## src/rtl/uart_tx_mmio.sv

```systemverilog
// Memory-mapped 8N1 UART transmitter fed by CPU stores through a small byte FIFO; stores to a full FIFO are dropped and flagged.
// Start latency one cycle after the accepting store; define UART_TX_PARITY_EN to add an even-parity bit (11-bit frames).
module uart_tx_mmio #(
   parameter int          CLKS_PER_BIT = 16,
   parameter int          FIFO_DEPTH   = 4,
   parameter logic [31:0] BASE_ADDR    = 32'h0000_0100
) (
   input  logic        clk,
   input  logic        reset,
   input  logic        MemWriteM,
   input  logic [31:0] ALUResultM,
   input  logic [31:0] WriteDataM,
   output logic [31:0] ReadDataIO,
   output logic        tx,
   output logic        busy,
   output logic        full
);

   localparam int AW = $clog2(FIFO_DEPTH);
   localparam int CW = $clog2(CLKS_PER_BIT);
   localparam logic [AW:0]   LP_DEPTH     = (AW+1)'(FIFO_DEPTH);
   localparam logic [AW:0]   LP_CNT_ONE   = (AW+1)'(1);
   localparam logic [AW-1:0] LP_PTR_ONE   = AW'(1);
   localparam logic [CW-1:0] LP_BAUD_ONE  = CW'(1);
   localparam logic [CW-1:0] LP_BAUD_LAST = CW'(CLKS_PER_BIT - 1);

`ifdef UART_TX_PARITY_EN
   typedef enum logic [2:0] {S_IDLE, S_START, S_DATA, S_PARITY, S_STOP} state_t;
`else
   typedef enum logic [2:0] {S_IDLE, S_START, S_DATA, S_STOP} state_t;
`endif

   logic [7:0]    r_mem [FIFO_DEPTH];
   logic [AW-1:0] r_wptr;
   logic [AW-1:0] r_rptr;
   logic [AW:0]   r_count;
   state_t        r_state;
   logic [CW-1:0] r_baud;
   logic [2:0]    r_bit_idx;
   logic [7:0]    r_shift;
   logic          r_tx;
   logic          r_overflow;
`ifdef UART_TX_PARITY_EN
   logic          r_parity;
`endif

   logic       w_data_sel;
   logic       w_stat_sel;
   logic       w_push_req;
   logic       w_push;
   logic       w_pop;
   logic       w_fifo_vld;
   logic       w_bit_done;
   logic [7:0] w_head;
   logic       w_unused_wdata;

   assign w_data_sel     = (ALUResultM == BASE_ADDR);
   assign w_stat_sel     = (ALUResultM == BASE_ADDR + 32'd4);
   assign w_push_req     = MemWriteM & w_data_sel;
   assign w_push         = w_push_req & ~full;
   assign w_fifo_vld     = (r_count != '0);
   assign w_bit_done     = (r_baud == LP_BAUD_LAST);
   assign w_pop          = w_fifo_vld & ((r_state == S_IDLE) | ((r_state == S_STOP) & w_bit_done));
   assign w_head         = r_mem[r_rptr];
   assign w_unused_wdata = ^WriteDataM[31:8];

   assign full       = (r_count == LP_DEPTH);
   assign busy       = (r_state != S_IDLE) | w_fifo_vld;
   assign tx         = r_tx;
   assign ReadDataIO = w_stat_sel ? {29'b0, r_overflow, full, busy} : 32'd0;

   // Storage needs no reset: entries are only read while the count says they are valid.
   always_ff @(posedge clk) begin
      if (w_push) begin
         r_mem[r_wptr] <= WriteDataM[7:0];
      end
   end

   always_ff @(posedge clk) begin
      if (reset) begin
         r_wptr     <= '0;
         r_rptr     <= '0;
         r_count    <= '0;
         r_overflow <= 1'b0;
      end else begin
         if (w_push) r_wptr <= r_wptr + LP_PTR_ONE;
         if (w_pop)  r_rptr <= r_rptr + LP_PTR_ONE;
         case ({w_push, w_pop})
            2'b10:   r_count <= r_count + LP_CNT_ONE;
            2'b01:   r_count <= r_count - LP_CNT_ONE;
            default: r_count <= r_count;
         endcase
         if (w_push_req && full) begin
            r_overflow <= 1'b1;
         end else if (MemWriteM && w_stat_sel) begin
            r_overflow <= 1'b0;
         end
      end
   end

   always_ff @(posedge clk) begin
      if (reset) begin
         r_state   <= S_IDLE;
         r_baud    <= '0;
         r_bit_idx <= '0;
         r_shift   <= '0;
         r_tx      <= 1'b1;
`ifdef UART_TX_PARITY_EN
         r_parity  <= 1'b0;
`endif
      end else begin
         r_baud <= w_bit_done ? '0 : r_baud + LP_BAUD_ONE;
         case (r_state)
            S_IDLE: begin
               r_baud <= '0;
               if (w_fifo_vld) begin
                  r_shift  <= w_head;
`ifdef UART_TX_PARITY_EN
                  r_parity <= ^w_head;
`endif
                  r_tx     <= 1'b0;
                  r_state  <= S_START;
               end
            end
            S_START: begin
               if (w_bit_done) begin
                  r_bit_idx <= '0;
                  r_tx      <= r_shift[0];
                  r_state   <= S_DATA;
               end
            end
            S_DATA: begin
               if (w_bit_done) begin
                  if (r_bit_idx == 3'd7) begin
`ifdef UART_TX_PARITY_EN
                     r_tx    <= r_parity;
                     r_state <= S_PARITY;
`else
                     r_tx    <= 1'b1;
                     r_state <= S_STOP;
`endif
                  end else begin
                     r_bit_idx <= r_bit_idx + 3'd1;
                     r_shift   <= r_shift >> 1;
                     r_tx      <= r_shift[1];
                  end
               end
            end
`ifdef UART_TX_PARITY_EN
            S_PARITY: begin
               if (w_bit_done) begin
                  r_tx    <= 1'b1;
                  r_state <= S_STOP;
               end
            end
`endif
            S_STOP: begin
               // Back-to-back frames: the next start bit follows the stop bit with no idle gap.
               if (w_bit_done) begin
                  if (w_fifo_vld) begin
                     r_shift  <= w_head;
`ifdef UART_TX_PARITY_EN
                     r_parity <= ^w_head;
`endif
                     r_tx     <= 1'b0;
                     r_state  <= S_START;
                  end else begin
                     r_state  <= S_IDLE;
                  end
               end
            end
            default: begin
               r_tx    <= 1'b1;
               r_state <= S_IDLE;
            end
         endcase
      end
   end

endmodule
```

## config.mk

```make
export PLATFORM = sky130hd
export DESIGN_NAME = uart_tx_mmio
export DESIGN_NICKNAME = d
export VERILOG_FILES = /design/src/rtl/uart_tx_mmio.sv
export SDC_FILE = /design/constraint.sdc
export NUM_CORES = 1
export LEC_CHECK = 0
export ABC_CLOCK_PERIOD_IN_PS = 2900
export CAP_MARGIN = 20
export CORE_AREA = 4 4 92 94
export DETAILED_ROUTE_END_ITERATION = 10
export DIE_AREA = 0 0 96 98
export PLACE_DENSITY = 0.79
export SKIP_LAST_GASP = 1
export SLEW_MARGIN = 20
export SYNTH_ARGS = -nofsm -noshare
export SYNTH_HDL_FRONTEND = slang
export SYNTH_SLANG_ARGS = --single-unit
```

## constraint.sdc

```tcl
create_clock -name clk -period 2.9 [get_ports clk]
set_clock_uncertainty 0.2 [all_clocks]
set_input_delay 0.435 -clock clk [delete_from_list [all_inputs] [get_ports clk]]
set_output_delay 0.435 -clock clk [all_outputs]
set_load 0.005 [all_outputs]
```

# After elaboration in Yosys (flattened, before gate mapping)
# Memories as Yosys holds them, arrays and structs flattened. A register that Yosys moved wholly into a read port is not among the register bits.
# Cells that the tools add are included.
[totals] reg_bits=27 mem_bits_rw=32 inputBits=67 out_inout_bits=35 wordCells=83 n_memories=1
[memory_table] name="r_mem" depth=4 word_bits=8 rd=1 rd_ports_with_merged_regs=1 write_ports=1 line="33" rtl="logic [7:0] r_mem [FIFO_DEPTH];"
[op_classes] add_sub_neg=6 n_eq_ne=16 muxes=30 bitwise_logic=7 n_reduce_logical=14
[ops] operator="$eq A32 B9 Y1 const B" n=2
[ops] operator="$mux W8" n=4
[ops] operator="$mux W3" n=9
[ops] operator="$pmux W8 S3" n=1
[ops] operator="$ne A2 B2 Y1 const B" n=6
[ops] operator="$pmux W3 S2" n=2
[ops] operator="$pmux W3 S4" n=1
[ops] operator="$mux W1" n=10
[ops] operator="$reduce_bool A3 Y1" n=3
[ops] operator="$reduce_and A4 Y1" n=2
[ops] operator="$add A3 B1 Y3 const B" n=2
[ops] operator="$eq A3 B2 Y1 const B" n=2
[ops] operator="$eq A3 B3 Y1 const B" n=2
[ops] operator="$reduce_bool A2 Y1" n=3
[ops] operator="$reduce_and A5 Y1" n=1
[ops] operator="$add A2 B1 Y2 const B" n=2
[ops] operator="$add A4 B1 Y4 const B" n=1
[ops] operator="$and A1 B1 Y1" n=4
[ops] operator="$eq A4 B4 Y1 const B" n=1
[ops] operator="$mux W2" n=2
[ops] operator="$pmux W1 S4" n=1
[ops] operator="$eq A3 B1 Y1 const B" n=1
[ops] operator="$logic_not A3 Y1" n=1
[ops] operator="$reduce_and A3 Y1" n=1
[ops] operator="7 further kinds" n=9

# Logic depth before layout (Yosys ltp)
[depth] depth_word=6 depth_mapped=9 ltp_nobuf=9

# Worst setup path after synthesis
# Ideal clock, no wire load.
[synth_timing] path_type="input -> register" from="in ALUResultM[11]" to="reg r_count[2]" setup_ns=0.071 t_arrival_ns=2.469 required_ns=2.629 path_slack_ns=0.161 stages=9 n_path_buf=0 path_cell_list="nor4b_1 > nand4_1 > nor3_2 > inv_1 > ha_1 > fa_1 > xnor2_1 > or3_1 > a21oi_1"
[synth_between] elab_chain_len=5 elab_cells_between_ends=7
[synth_rtl] element="start: declaration" line="11" rtl="input logic [31:0] ALUResultM,"
[synth_rtl] element="$eq A32 B9 Y1 *" line="57" rtl="assign w_data_sel = (ALUResultM == BASE_ADDR);"
[synth_rtl] element="$and A1 B1 Y1 *" line="59" rtl="assign w_push_req = MemWriteM & w_data_sel;"
[synth_rtl] element="$and A1 B1 Y1 *" line="60" rtl="assign w_push = w_push_req & ~full;"
[synth_rtl] element="$eq A2 B1 Y1 or $eq A2 B2 Y1 (tied branches)" line="88" rtl="case ({w_push, w_pop})"
[synth_rtl] element="$pmux W3 S2 or $reduce_bool A2 Y1 (tied branches)"
[synth_rtl] element="end signal: assignment" line="89" rtl="2'b10: r_count <= r_count + LP_CNT_ONE;"
[synth_rtl] element="end signal: assignment" line="90" rtl="2'b01: r_count <= r_count - LP_CNT_ONE;"
[synth_rtl] element="end signal: assignment" line="91" rtl="default: r_count <= r_count;"
[synth_rtl] element="end: declaration" line="36" rtl="logic [AW:0] r_count;"
# Mark *: on every way between the ends. The rest lies on a longest branch, timed or not.
# A chain may end at the register's enable or synchronous reset.

# Worst setup path in the final report
[layout_timing] from="in ALUResultM[9]" to="out ReadDataIO[2]"
[layout_between] elab_chain_len=2
[layout_rtl] element="$eq A32 B9 Y1" line="58" rtl="assign w_stat_sel = (ALUResultM == BASE_ADDR + 32'd4);"
[layout_rtl] element="$mux W3" line="70" rtl="assign ReadDataIO = w_stat_sel ? {29'b0, r_overflow, full, busy} : 32'd0;"
[layout_rtl] element="end: declaration" line="13" rtl="output logic [31:0] ReadDataIO,"
# Every way passes these cells.

==> flow_summary_export.csv <==
group,metric,value,unit
synth,ys_warn_count,0,
global_routing,grt_pass1_vias,2029,
clock_network,ctsRootBufferMaster,"clkbuf_8",
cells_and_area,drive_above_1_share,19.6,%
clock_network,hold_buffers,0,
cells_and_area,antenna_cells,0,
outcome,status,"finished, final reports clean",
clock_network,cts_buffer_depth,2,
synth,synth_enable_flop_cells,32,
sta,timing.final.crit_share,97.9,%
cells_and_area,fill_cells,657,
global_routing,grt_max_degree,17,
synth,synth-xor-area-share,1.73,%
synth,synthAdderAreaFrac,6.01,%
setup_path,critPathKind,"in -> out",
routing,drtAntennaViolNets,0,
synth,ys_ff_latch,60,
clock_network,path_clk_slew,0.07,ns
synth,synthMuxAreaShare,9.54,%
synth,synth_cell_types,48,
routing,finalWirelength,5.96,mm
routing,dr.pass1.iters,4,
setup_path,path_delay_family,"buffers and inverters",
cells_and_area,multi_input_area,1380,um2
setup_path,crit_chain,"clkdlybuf4s50_1, nor4_2, nand4_1, buf_4, buf_4, nor2_2, and3_1, dlygate4sd2_1",
global_routing,grt_pass1_wl,9.47,mm
place,placed_area,3640,um2
routing,drcViolationCount,0,
routing,vias,2081,
clock_network,cts.sinks,60,
die,ioPinCount,102,
cells_and_area,register_area,1520,um2
place,placedCellCount,410,
setup_path,startpoint,"ALUResultM[9]",
setup_path,cp_max_fo,4,
place,io_buffers,48,
min_path,min_path_type,"reg -> reg",
cells_and_area,fin_area,3900,um2
setup_path,max_stage_delay,0.42,ns
die,fp.dieH,98,um
setup_path,required,2.27,ns
cells_and_area,final_common_cell,"clkdlybuf4s50_1",
sta,slew_viol_final,0,
synth,synth-seq-area-share,50.0,%
die,start_util,39.8,%
setup_path,slowest_stage,"clkdlybuf4s50_1",
setup_path,end_kind,"output port",
setup_path,cp-start-kind,"primary input",
clock_network,htreeDepth,3,
synth,synth_top_family_by_area,"simple AND/OR/NAND/NOR gates",
place,dpl.hpwl,4.43,mm
synth,yosys.area_share.simple,15.3,%
sta,setup_violations,0,
clock_network,clk_latency,0.34,ns
routing,drt_iter0_markers,77,
sta,rsz0062_at_grt,"yes",
job,drv_cap,0,
cells_and_area,fin_nets,404,
power,p_leak,0.00144,uW
sta,setup_tns,0,ns
cells_and_area,fin_util,51.0,%
synth,netlist_area,3040,um2
global_routing,antenna_found_initial,0,
synth,synth_cells,254,
setup_path,crit_arrival,2.20,ns
die,core_region_area,7650,um2
clock_network,numCtsBuffers,9,
cells_and_area,instances_no_fill,429,
synth,syn_avg_cell_area,12.0,um2
power,power_density,414,nW/um2
cells_and_area,final_cell_mix,"44 x clkdlybuf4s50_1, 32 x edfxtp_1, 29 x conb_1, 28 x dfxtp_1, 17 x buf_4",
place,gp_congestion,0.761,
routing,avgViaCountPerCell,4.85,
synth,synthArstFlopShare,0,%
routing,wl_per_cell,13.9,um
sta,hold_viol,0,
die,dieArea,9410,um2
sta,worst_pin_slew,0.579,ns
setup_path,crit_buf_inv,4,
setup_path,worstReg2RegStart,"r_count[1]$_SDFFE_PP0P_",
setup_path,critPathMostFrequentCell,"buf_4",
clock_network,cts_tree,"done",
synth,synth_compound_area_share,6.87,%
die,rows,32,
cells_and_area,syn_to_final_growth,28.3,%
sta,final.min_clock_period,2.84,ns
min_path,hold_start,"r_baud[0]$_SDFF_PP0_",
sta,slew_headroom,61.3,%
synth,synthFlopType,"edfxtp_1",
die,die_w,96,um
power,vdd_drop_max,0.000341,V
global_routing,grt_util_all_layers,13.0,%
global_routing,grt_overflow,0,
sta,fmax,352,MHz
==> kinds of logic (layout without fill, tap and decap cells) <==
logic type | count (synthesis) | in the layout
multiplexers | 19 | 19
adder cells (fa/ha/maj) | 14 | 14
other | 1 | 29
AO/OA/AOI/OAI | 27 | 27
AND/OR/NAND/NOR | 81 | 81
XOR/XNOR | 6 | 6
flip-flops | 60 | 60
buffers and inverters | 46 | 91
==> per-stage QoR <==
| step | setup slack [ns] | hold slack, ns | total power (uW) |
|---|---|---|---|
| 2_1_floorplan | 0.161 | 0.218 | 957 |
| 3_3_place_gp | -0.275 | 0.225 | 995 |
| 3_5_place_dp | -0.349 | 0.236 | 997 |
| 4_1_cts | -0.0156 | 0.251 | 1640 |
| 5_1_grt | -0.0249 | 0.292 | 1680 |
| 6_report | 0.0618 | 0.248 | 1620 |
==> what timing repair did <==
action	CTS	global route
pin swaps	3	5
buffers inserted	3	1
setup endpoints to repair	3	1
gates resized for setup	9	7
==> flip-flops by register name, indices dropped and copies added, names as in the netlist, named ones only <==
| register | cells |
|---|---|
| r_mem | 32 |
| r_shift | 8 |
| r_baud | 4 |
| r_bit_idx | 3 |
| r_count | 3 |
| r_rptr | 2 |
| r_state | 2 |
| r_wptr | 2 |
| r_overflow | 1 |
| tx | 1 |
==> path summary, 6_finish.rpt <==
check / to / slack [ns] / depth (start not counted)
worst min-delay path: r_baud[0]$_SDFF_PP0_ / 0.25 / 1
worst max-delay path: ReadDataIO[2] / 0.06 / 8
worst max register to register: r_count[2]$_SDFFE_PP0P_ / 0.27 / 9
worst min register to register: r_baud[0]$_SDFF_PP0_ / 0.25 / 1
==> cells in the mapped netlist, types with 2 or more instances <==
cell type | instances | share of area (%)
o21ai_0 | 2 | 0.33
and3_1 | 4 | 0.82
nor4_1 | 6 | 1.2
and4_1 | 2 | 0.58
nand4_1 | 7 | 1.4
inv_1 | 7 | 0.86
mux4_2 | 8 | 5.9
o21a_1 | 6 | 1.5
xor2_1 | 2 | 0.58
mux2i_1 | 11 | 3.6
nor3b_1 | 3 | 0.74
edfxtp_1 | 32 | 32
nor2_1 | 13 | 1.6
and2_1 | 4 | 0.82
clkbuf_1 | 3 | 0.37
nand2_1 | 11 | 1.4
xnor2_1 | 4 | 1.2
or3_1 | 3 | 0.62
nor3_1 | 15 | 2.5
a21oi_1 | 8 | 1.3
nor3_2 | 3 | 0.99
ha_1 | 13 | 5.3
o31ai_1 | 2 | 0.49
dfxtp_1 | 28 | 18
or2_2 | 2 | 0.41
buf_6 | 4 | 1.5
buf_4 | 30 | 7.4
==> final cells by class <==
cell class                 count  area share, %
inverter                       7          0.673
clock buffer                   9           3.17
tap                          102           3.27
clock inverter                 6           1.06
timing repair buffer          69           17.6
sequential                    60           39.0
multi-input combinational    176           35.2
==> routing by layer <==
| metal | GRT usage (%) | part of all wire (%) | vias to the layer above |
|---|---|---|---|
| li1 | - | - | 1022 |
| met1 | 16.1 | 44 | 999 |
| met2 | 21.6 | 50 | 54 |
| met3 | 3.78 | 4.8 | 6 |
| met4 | 4.27 | 1.1 | 0 |
| met5 | 0 | 0 | - |
==> report_power, final <==
group | total [uW] | leakage, uW | switching [uW] | internal (uW)
Combinational | 93.6 | 0.000846 | 36.3 | 57.3
Sequential | 893 | 0.000513 | 0.00000548 | 893
Clock | 631 | 0.0000775 | 327 | 304
Total | 1620 | 0.00144 | 363 | 1250
(Power assumes the default switching activity.)
